<file path="src/rtl/fetch_pkg.sv">
`default_nettype none
// ============================================================================
// Module   : fetch_pkg
// Purpose  : Shared state encodings and constants for the instruction fetch unit.
// Revision : 1.0 - initial release
// ============================================================================
package fetch_pkg;

  typedef enum logic [1:0] {
    ST_BOOT  = 2'd0,
    ST_FETCH = 2'd1,
    ST_DRAIN = 2'd2,
    ST_HALT  = 2'd3
  } fetch_state_t;

  localparam int          INSTR_BYTES      = 4;
  localparam logic [31:0] DEFAULT_RESET_PC = 32'h0040_0000;

  function automatic logic isAligned(input logic [1:0] lowBits);
    return lowBits == 2'b00;
  endfunction

endpackage
`default_nettype wire

</file>
<file path="src/rtl/fetch_queue.sv">
`default_nettype none
// ============================================================================
// Module   : fetch_queue
// Purpose  : Synchronous FIFO holding fetched {pc, instr} pairs, with flush.
// Revision : 1.0 - initial release
// ============================================================================
module fetch_queue #(
  parameter int WIDTH = 64,
  parameter int DEPTH = 4
) (
  input  logic                     iCLK,
  input  logic                     iRST_n,
  input  logic                     iFlush,
  input  logic                     iPush,
  input  logic [WIDTH-1:0]         iPushData,
  input  logic                     iPop,
  output logic                     oValid,
  output logic [WIDTH-1:0]         oHeadData,
  output logic [$clog2(DEPTH):0]   oCount
);

  localparam int AW = $clog2(DEPTH);
  localparam logic [AW:0] c_one = (AW+1)'(1);

  logic [WIDTH-1:0] r_mem [DEPTH];
  logic [AW:0]      r_wrPtr;
  logic [AW:0]      r_rdPtr;
  logic             w_empty;
  logic             w_full;
  logic             w_doPush;
  logic             w_doPop;

  // Extra wrap bit distinguishes full from empty when the index bits match.
  assign w_empty  = (r_wrPtr == r_rdPtr);
  assign w_full   = (r_wrPtr[AW] != r_rdPtr[AW]) && (r_wrPtr[AW-1:0] == r_rdPtr[AW-1:0]);
  assign w_doPush = iPush & ~w_full & ~iFlush;
  assign w_doPop  = iPop & ~w_empty & ~iFlush;

  always_ff @(posedge iCLK or negedge iRST_n) begin
    if (!iRST_n) begin
      r_wrPtr <= '0;
      r_rdPtr <= '0;
    end else if (iFlush) begin
      r_wrPtr <= '0;
      r_rdPtr <= '0;
    end else begin
      if (w_doPush) r_wrPtr <= r_wrPtr + c_one;
      if (w_doPop)  r_rdPtr <= r_rdPtr + c_one;
    end
  end

  always_ff @(posedge iCLK) begin
    if (w_doPush) r_mem[r_wrPtr[AW-1:0]] <= iPushData;
  end

  assign oValid    = ~w_empty;
  assign oHeadData = r_mem[r_rdPtr[AW-1:0]];
  assign oCount    = r_wrPtr - r_rdPtr;

endmodule
`default_nettype wire

</file>
<file path="src/rtl/fetch_unit.sv">
`default_nettype none
// ============================================================================
// Module   : fetch_unit
// Purpose  : Instruction fetch front end: PC/FSM, bus requests, prefetch queue.
// Revision : 1.0 - initial release
// ============================================================================
module fetch_unit
  import fetch_pkg::*;
#(
  parameter int             XLEN     = 32,
  parameter int             DEPTH    = 4,
  parameter logic [XLEN-1:0] RESET_PC = XLEN'(DEFAULT_RESET_PC)
) (
  input  logic                   iCLK,
  input  logic                   iRST_n,
  output logic                   oIReq,
  output logic [XLEN-1:0]        oIAddr,
  input  logic                   iIAck,
  input  logic [XLEN-1:0]        iIRData,
  input  logic                   iRedirect,
  input  logic [XLEN-1:0]        iRedirectPC,
  output logic                   oValid,
  output logic [XLEN-1:0]        oInstr,
  output logic [XLEN-1:0]        oPC,
  input  logic                   iReady,
  output logic                   oFault,
  output logic [$clog2(DEPTH):0] oCount
);

  localparam int CW = $clog2(DEPTH) + 1;

  fetch_state_t      r_state;
  fetch_state_t      w_stateNext;
  logic [XLEN-1:0]   r_fetchPc;
  logic [XLEN-1:0]   w_fetchPcNext;
  logic [XLEN-1:0]   r_iAddr;
  logic              r_iReq;
  logic              r_fault;
  logic              w_accept;
  logic              w_push;
  logic              w_pop;
  logic [CW-1:0]     w_count;
  logic [CW-1:0]     w_cntNext;
  logic [2*XLEN-1:0] w_head;

  assign w_accept = r_iReq & iIAck;

  always_comb begin
    w_stateNext   = r_state;
    w_fetchPcNext = r_fetchPc;
    w_push        = 1'b0;
    unique case (r_state)
      ST_BOOT: w_stateNext = ST_FETCH;
      default: begin
        if (iRedirect) begin
          w_fetchPcNext = iRedirectPC;
          if (!isAligned(iRedirectPC[1:0]))  w_stateNext = ST_HALT;
          else if (r_iReq && !iIAck)         w_stateNext = ST_DRAIN;
          else                               w_stateNext = ST_FETCH;
        end else if (r_state == ST_FETCH) begin
          if (w_accept) begin
            w_push        = 1'b1;
            w_fetchPcNext = r_fetchPc + XLEN'(INSTR_BYTES);
          end
        end else if (r_state == ST_DRAIN && iIAck) begin
          w_stateNext = ST_FETCH;
        end
      end
    endcase
  end

  // Occupancy one edge ahead so the registered request never outruns the queue.
  assign w_pop     = oValid & iReady & ~iRedirect;
  assign w_cntNext = iRedirect ? '0 : (w_count + CW'(w_push) - CW'(w_pop));

  always_ff @(posedge iCLK or negedge iRST_n) begin
    if (!iRST_n) begin
      r_state   <= ST_BOOT;
      r_fetchPc <= RESET_PC;
      r_iReq    <= 1'b0;
      r_iAddr   <= RESET_PC;
      r_fault   <= 1'b0;
    end else begin
      r_state   <= w_stateNext;
      r_fetchPc <= w_fetchPcNext;
      r_fault   <= (w_stateNext == ST_HALT);
      if (r_iReq && !iIAck) begin
        r_iReq <= 1'b1;
      end else begin
        r_iReq  <= (w_stateNext == ST_FETCH) && (w_cntNext < CW'(DEPTH));
        r_iAddr <= w_fetchPcNext;
      end
    end
  end

  fetch_queue #(
    .WIDTH (2*XLEN),
    .DEPTH (DEPTH)
  ) u_queue (
    .iCLK      (iCLK),
    .iRST_n    (iRST_n),
    .iFlush    (iRedirect),
    .iPush     (w_push),
    .iPushData ({r_fetchPc, iIRData}),
    .iPop      (w_pop),
    .oValid    (oValid),
    .oHeadData (w_head),
    .oCount    (w_count)
  );

  assign oIReq  = r_iReq;
  assign oIAddr = r_iAddr;
  assign oFault = r_fault;
  assign oCount = w_count;
  assign oPC    = w_head[2*XLEN-1:XLEN];
  assign oInstr = w_head[XLEN-1:0];

endmodule
`default_nettype wire

</file>
<file path="config.mk">
export PLATFORM = sky130hd
export DESIGN_NAME = fetch_unit
export DESIGN_NICKNAME = d
export VERILOG_FILES = /design/src/rtl/fetch_pkg.sv /design/src/rtl/fetch_queue.sv /design/src/rtl/fetch_unit.sv
export SDC_FILE = /design/constraint.sdc
export NUM_CORES = 1
export LEC_CHECK = 0
export ABC_CLOCK_PERIOD_IN_PS = 4100
export BUFFER_PORTS_ARGS = -buffer_cell sky130_fd_sc_hd__buf_2
export CAP_MARGIN = 20
export CORE_UTILIZATION = 58
export CTS_CLUSTER_DIAMETER = 80
export DETAILED_ROUTE_END_ITERATION = 6
export PLACE_DENSITY = 0.84
export SYNTH_ARGS = -nofsm -noshare
export SYNTH_HDL_FRONTEND = slang
export SYNTH_SLANG_ARGS = --single-unit
</file>
<file path="constraint.sdc">
create_clock -name iCLK -period 4.1 [get_ports iCLK]
set_input_delay 0.205 -clock iCLK [delete_from_list [all_inputs] [get_ports iCLK]]
set_output_delay 0.205 -clock iCLK [all_outputs]
set_load 0.01 [all_outputs]
</file>
# After elaboration in Yosys (flattened, before gate mapping)
# Memories as Yosys holds them, arrays and structs flattened.
# Cells that the tools add are included.
[word_totals]
ff_bits = 74
latchBits = 0
ramBits = 256
mem_bits_ro = 0
output_inout_bits = 102
word_cells = 63
mem_count = 1
[op_classes]
add_sub_neg = 6
n_mul = 0
div_mod_pow = 0
order_cmp = 1
eq_ne = 7
shifts = 0
mux = 22
bitwise = 10
n_reduce_logical = 9
[memory_table]
columns = ["name", "words", "width", "rd", "rd_ports_with_merged_regs", "wr", "line_no", "text"]
rows = [
  ["u_queue.r_mem", 4, 64, 1, 0, 1, "fetch_queue.sv:25", "logic [WIDTH-1:0] r_mem [DEPTH];"],
]
[ops]
columns = ["cell", "count"]
rows = [
  ["32-bit 2-to-1 mux", 4],
  ["32-bit by 3-bit adder with 32-bit output, second input constant", 1],
  ["3-bit 2-to-1 mux", 5],
  ["2-bit 2-to-1 mux", 6],
  ["1-bit bitwise AND", 7],
  ["1-bit 2-to-1 mux", 7],
  ["3-bit by 1-bit adder with 3-bit output, second input constant", 2],
  ["2-bit by 1-bit equality test with 1-bit output, second input constant", 2],
  ["2-bit equality test, second input constant", 2],
  ["1-bit logical AND", 4],
  ["2-bit zero test", 2],
  ["2-bit nonzero test", 2],
  ["3-bit by 1-bit adder with 3-bit output", 1],
  ["3-bit equality test", 1],
  ["3-bit < comparator, second input constant", 1],
  ["1-bit inverter", 3],
  ["3-bit by 1-bit subtractor with 3-bit output", 1],
  ["3-bit subtractor", 1],
  ["2-bit equality test", 1],
  ["1-bit zero test", 1],
  ["1-bit inequality test", 1],
]

# Depth between registers and ports, before layout
[logic_depth]
word_depth = 11
ltp_mapped = 14

# Cells and area by module
# Synthesis repeated with hierarchy kept, for this count alone.
[unflattened]
cells_unflattened = 783
hier_area_um2 = 13564.3
[modules_own_cells]
columns = ["mod", "n_inst", "cells_each", "area_per_inst_um2", "seq_area_each_um2"]
rows = [
  ["fetch_queue", 1, 402, 9781.9, 7837.5],
  ["fetch_unit", 1, 381, 3782.4, 1704.1],
]

# Worst setup path after synthesis
# OpenSTA, ideal clock, no wires.
[synth_timing]
kind = "reg2reg"
startpoint = "register u_queue.r_rdPtr[1]"
endpoint = "memory u_queue.r_mem[3][0] (enable)"
setup_time_ps = 430
arrival_ps = 3398
required_ps = 3670
path_slack_ps = 271
path_stages_with_launch = 9
n_path_buf = 2
period_less_slack_ps = 3829
path_cell_list = "dfrtp_1 clkbuf_1 buf_1 inv_1 ha_1 nand2_1 nor2_1 nor2_1 and2_1"
[synth_between]
elab_chain_len = 7
[synth_lines]
columns = ["item", "line_no", "text"]
rows = [
  ["from (decl)", "fetch_queue.sv:27", "logic [AW:0] r_rdPtr;"],
  ["from (signal assigned)", "fetch_queue.sv:48", "if (w_doPop) r_rdPtr <= r_rdPtr + c_one;"],
  ["2-bit equality test", "fetch_queue.sv:35", "assign w_full = (r_wrPtr[AW] != r_rdPtr[AW]) && (r_wrPtr[AW-1:0] == r_rdPtr[AW-1:0]);"],
  ["1-bit logical AND", "fetch_queue.sv:35", ""],
  ["1-bit inverter", "fetch_queue.sv:36", "assign w_doPush = iPush & ~w_full & ~iFlush;"],
  ["1-bit bitwise AND (2 in a row)", "fetch_queue.sv:36", ""],
  ["1-bit 2-to-1 mux", "fetch_queue.sv:53", "if (w_doPush) r_mem[r_wrPtr[AW-1:0]] <= iPushData;"],
  ["1-bit 2-to-1 mux (implied by the code)", "fetch_queue.sv:53", ""],
  ["to (decl)", "fetch_queue.sv:25", ""],
]
# No other way between the ends.

# Worst setup path in the final report
[layout_timing]
startpoint = "register u_queue.r_rdPtr[0]"
endpoint = "output port oPC[27]"
[layout_between]
elab_chain_len = 1
[layout_lines]
columns = ["item", "line_no", "text"]
rows = [
  ["memory 4 x 64 bit", "--", ""],
  ["to (decl)", "fetch_unit.sv:24", "output logic [XLEN-1:0] oPC,"],
]
# No other way between the ends.

==> flow_summary.ini <==
[outcome]
status = complete, no violations

[pwr]
total_power_w = 0.007671
leakagePower_nw = 5.755
peakVddDrop_mv = 0.3612
powerDensity_nw_per_um2 = 476.8

[floorplanning]
chipWidth_um = 153.0
die_y_um = 153.0
io_pins = 171
die_area_um2 = 23410
start_util_pct = 59.85
core_um2 = 22090
rows = 54

[logic_synthesis]
ys.flop_type = edfxtp_1
ys_types = 61
syn_nets = 820
yosysSeqAreaShare_pct = 72.16
synth_edf_count = 256
synth.cell_area_um2 = 13220
synth.avg_cell_area_um2 = 17.87
ys_ff_latch = 330
ys_async_sr_fraction_pct = 22.42
synthCells = 740
synth_warnings = 0

[clock_network]
cts_buffers = 31
clock_latency_ps = 560
cts_setup_buffers = 0
clk_path_buf_depth = 3
clk_pin_slew_ps = 70
cts.sinks = 330
htree_levels = 1
root_buffer = clkbuf_16
cts_tree = built

[timing]
finalCriticalPeriod_ps = 3087
hold_viol = 0
period_share_pct = 75.28
setup_viol = 0
clock.fmax_ghz = 0.3240
fin_skew_ps = 22.71
tns_ps = 0
tightest_slew_ps = 955.4
rsz0062_at_grt = no
final.setup.worst_slack_ps = 1013
slew_headroom_pct = 36.31
maxSlewViolCount = 0

[route]
wirelength_um = 30700
routedWlPerCell_um = 24.00
first_iter_violations = 644
ant_nets = 0
drc = 0
drtPass1Iterations = 5
vias_per_cell = 6.249
vias = 7992

[global_route]
grt_max_degree = 75
grt_pass1_vias = 8089
gr-total-overflow = 0
grt_use_total_pct = 26.93
antenna_found_initial = 0
grt_pass1_wl_um = 47350

[critical_path]
critPathMaxStageDelay_ps = 770
ff2ff_setup_slack_ps = 1170
cp_cell_sequence = buf_4, mux4_2, buf_2
path_class = flip-flop to output port
critPathMaxFanout = 45
critical_path_arrival_ps = 2880
worstPathRequired_ps = 3890
endpoint_kind = output port
worstReg2RegEnd = u_queue.r_mem[1][17]
critPathLaunchType = flip-flop
worst_path_max_delay_cell = buf_4
reg2reg_from = u_queue.r_rdPtr[0]
rr_worst_depth = 6

[final_layout]
multiInputGateArea_um2 = 3490
nFillCells = 1266
drive_gt1_share_pct = 34.33
seq_area_um2 = 9547
finish.net_count = 1055
antennaDiodeCount = 0
synthToLayoutAreaGrowth_pct = 21.68

[job]
max-cap-violations = 0

[placed_design]
dpl.hpwl_um = 18390
pre_cts_slack_ps = 1205
io_buffers = 170
place_congestion = 0.9300

[hold_path]
min_from = iRedirectPC[31]
hold_class = primary input to flip-flop
whs_path_depth = 3
min_to = r_fetchPc[31]
[per-stage QoR]
step	utilization (%)	cell area, um^2	instances	hold slack [ps]
final	72.82	16090	1279	19.24
after global routing	72.82	16090	1279	13.58
after CTS	72.82	16090	1279	3.611
after detailed placement	65.27	14420	1165	410.4
after global placement	65.27	14420	1165	407.2
after floorplan	-	13220	740	-90.59
[layout make-up]
class	count	area share (%)
Tap cell	280	2.177
Sequential cell	330	59.34
Multi-Input combinational cell	362	21.69
Clock buffer	42	5.514
Clock inverter	15	1.306
Inverter	11	0.2566
Timing Repair Buffer	239	9.721
[metal layers]
metal	wire length [um]	track usage, %	up-vias
met5	0	0	-
met3	2512	4.877	64
li1	-	-	3425
met2	15100	44.06	440
met4	746	7.888	0
met1	12340	37.59	4063
[cell usage after synthesis (8+ instances only)]
cell type / count / area [um^2]
buf_2: 10 / 50.05
and4_1: 8 / 70.07
dfrtp_1: 72 / 1802
xor2_1: 8 / 70.07
mux2_2: 22 / 247.7
edfxtp_1: 256 / 7687
nand3_1: 10 / 50.05
nand2_1: 41 / 153.9
o22ai_1: 17 / 106.4
xnor2_1: 8 / 70.07
clkbuf_1: 19 / 71.32
nor3_1: 10 / 50.05
mux4_2: 64 / 1441
inv_1: 11 / 41.29
ha_1: 10 / 125.1
nor2_1: 39 / 146.4
a21oi_1: 14 / 70.07
nand4_1: 13 / 81.33
[cells in the final DEF (no fill, tap or decap), drive strengths merged, types with 9 or more instances in the layout]
| cell type | instances |
|---|---|
| nor3 | 11 |
| mux4 | 64 |
| nand2 | 41 |
| o21ai | 9 |
| a21oi | 14 |
| dlygate4sd3 | 57 |
| clkbuf | 42 |
| dfrtp | 72 |
| nand4 | 14 |
| inv | 12 |
| buf | 182 |
| nand3 | 10 |
| mux2 | 22 |
| nor2 | 39 |
| ha | 10 |
| o22ai | 17 |
| o31ai | 10 |
| edfxtp | 256 |
[what timing repair did]
| action | CTS | global route |
|---|---|---|
| hold buffers | 57 | 0 |
| resized for setup | 0 | 0 |
| endpoints found under the hold margin | 225 | 0 |
[registers in the layout (all words and copies together) (netlist names)]
signal	flops
r_fetchPc	32
oFault	1
u_queue.r_wrPtr	3
u_queue.r_rdPtr	3
oIReq	1
u_queue.r_mem	256
oIAddr	32
r_state	2
[worst max path at each step]
stage / start / endpoint / slack, ps / cells after the start
floorplan: u_queue.r_rdPtr[1] / u_queue.r_mem[3][0] / 270 / 8
global placement: u_queue.r_rdPtr[0] / u_queue.r_mem[3][10] / 1340 / 6
detailed placement: u_queue.r_rdPtr[0] / u_queue.r_mem[3][11] / 1210 / 6
CTS: u_queue.r_rdPtr[0] / oPC[27] / 900 / 3
global route: u_queue.r_rdPtr[0] / oPC[27] / 790 / 3
finish: u_queue.r_rdPtr[0] / oPC[27] / 1010 / 3
[cell families (layout without fill, tap and decap cells)]
| family | Yosys count | count (layout) | share of synthesized area [%] |
|---|---|---|---|
| AOI/OAI and AO/OA | 80 | 80 | 4.315 |
| xor gates and xnor gates | 17 | 17 | 1.230 |
| adders and majority gates | 11 | 11 | 1.098 |
| buffers and inverters | 48 | 307 | 1.523 |
| DFF | 330 | 330 | 72.16 |
| muxes | 91 | 91 | 13.15 |
| and+or+nand+nor | 163 | 163 | 6.520 |
[where the power goes]
group	internal (W)	switching (W)	leakage (nW)
logic	0.000339	0.000368	2.08
clock network	0.00183	0.00122	0.534
registers	0.00375	0.000163	3.15
total	0.00592	0.00175	5.76
[critical path: cells and delay by family, from the launching register on]
family                 cells  cell delay (ps)
buffers and inverters      2              940
DFF                        1              720
muxes                      1              650
Note: power is estimated with default switching activity, not from simulation.
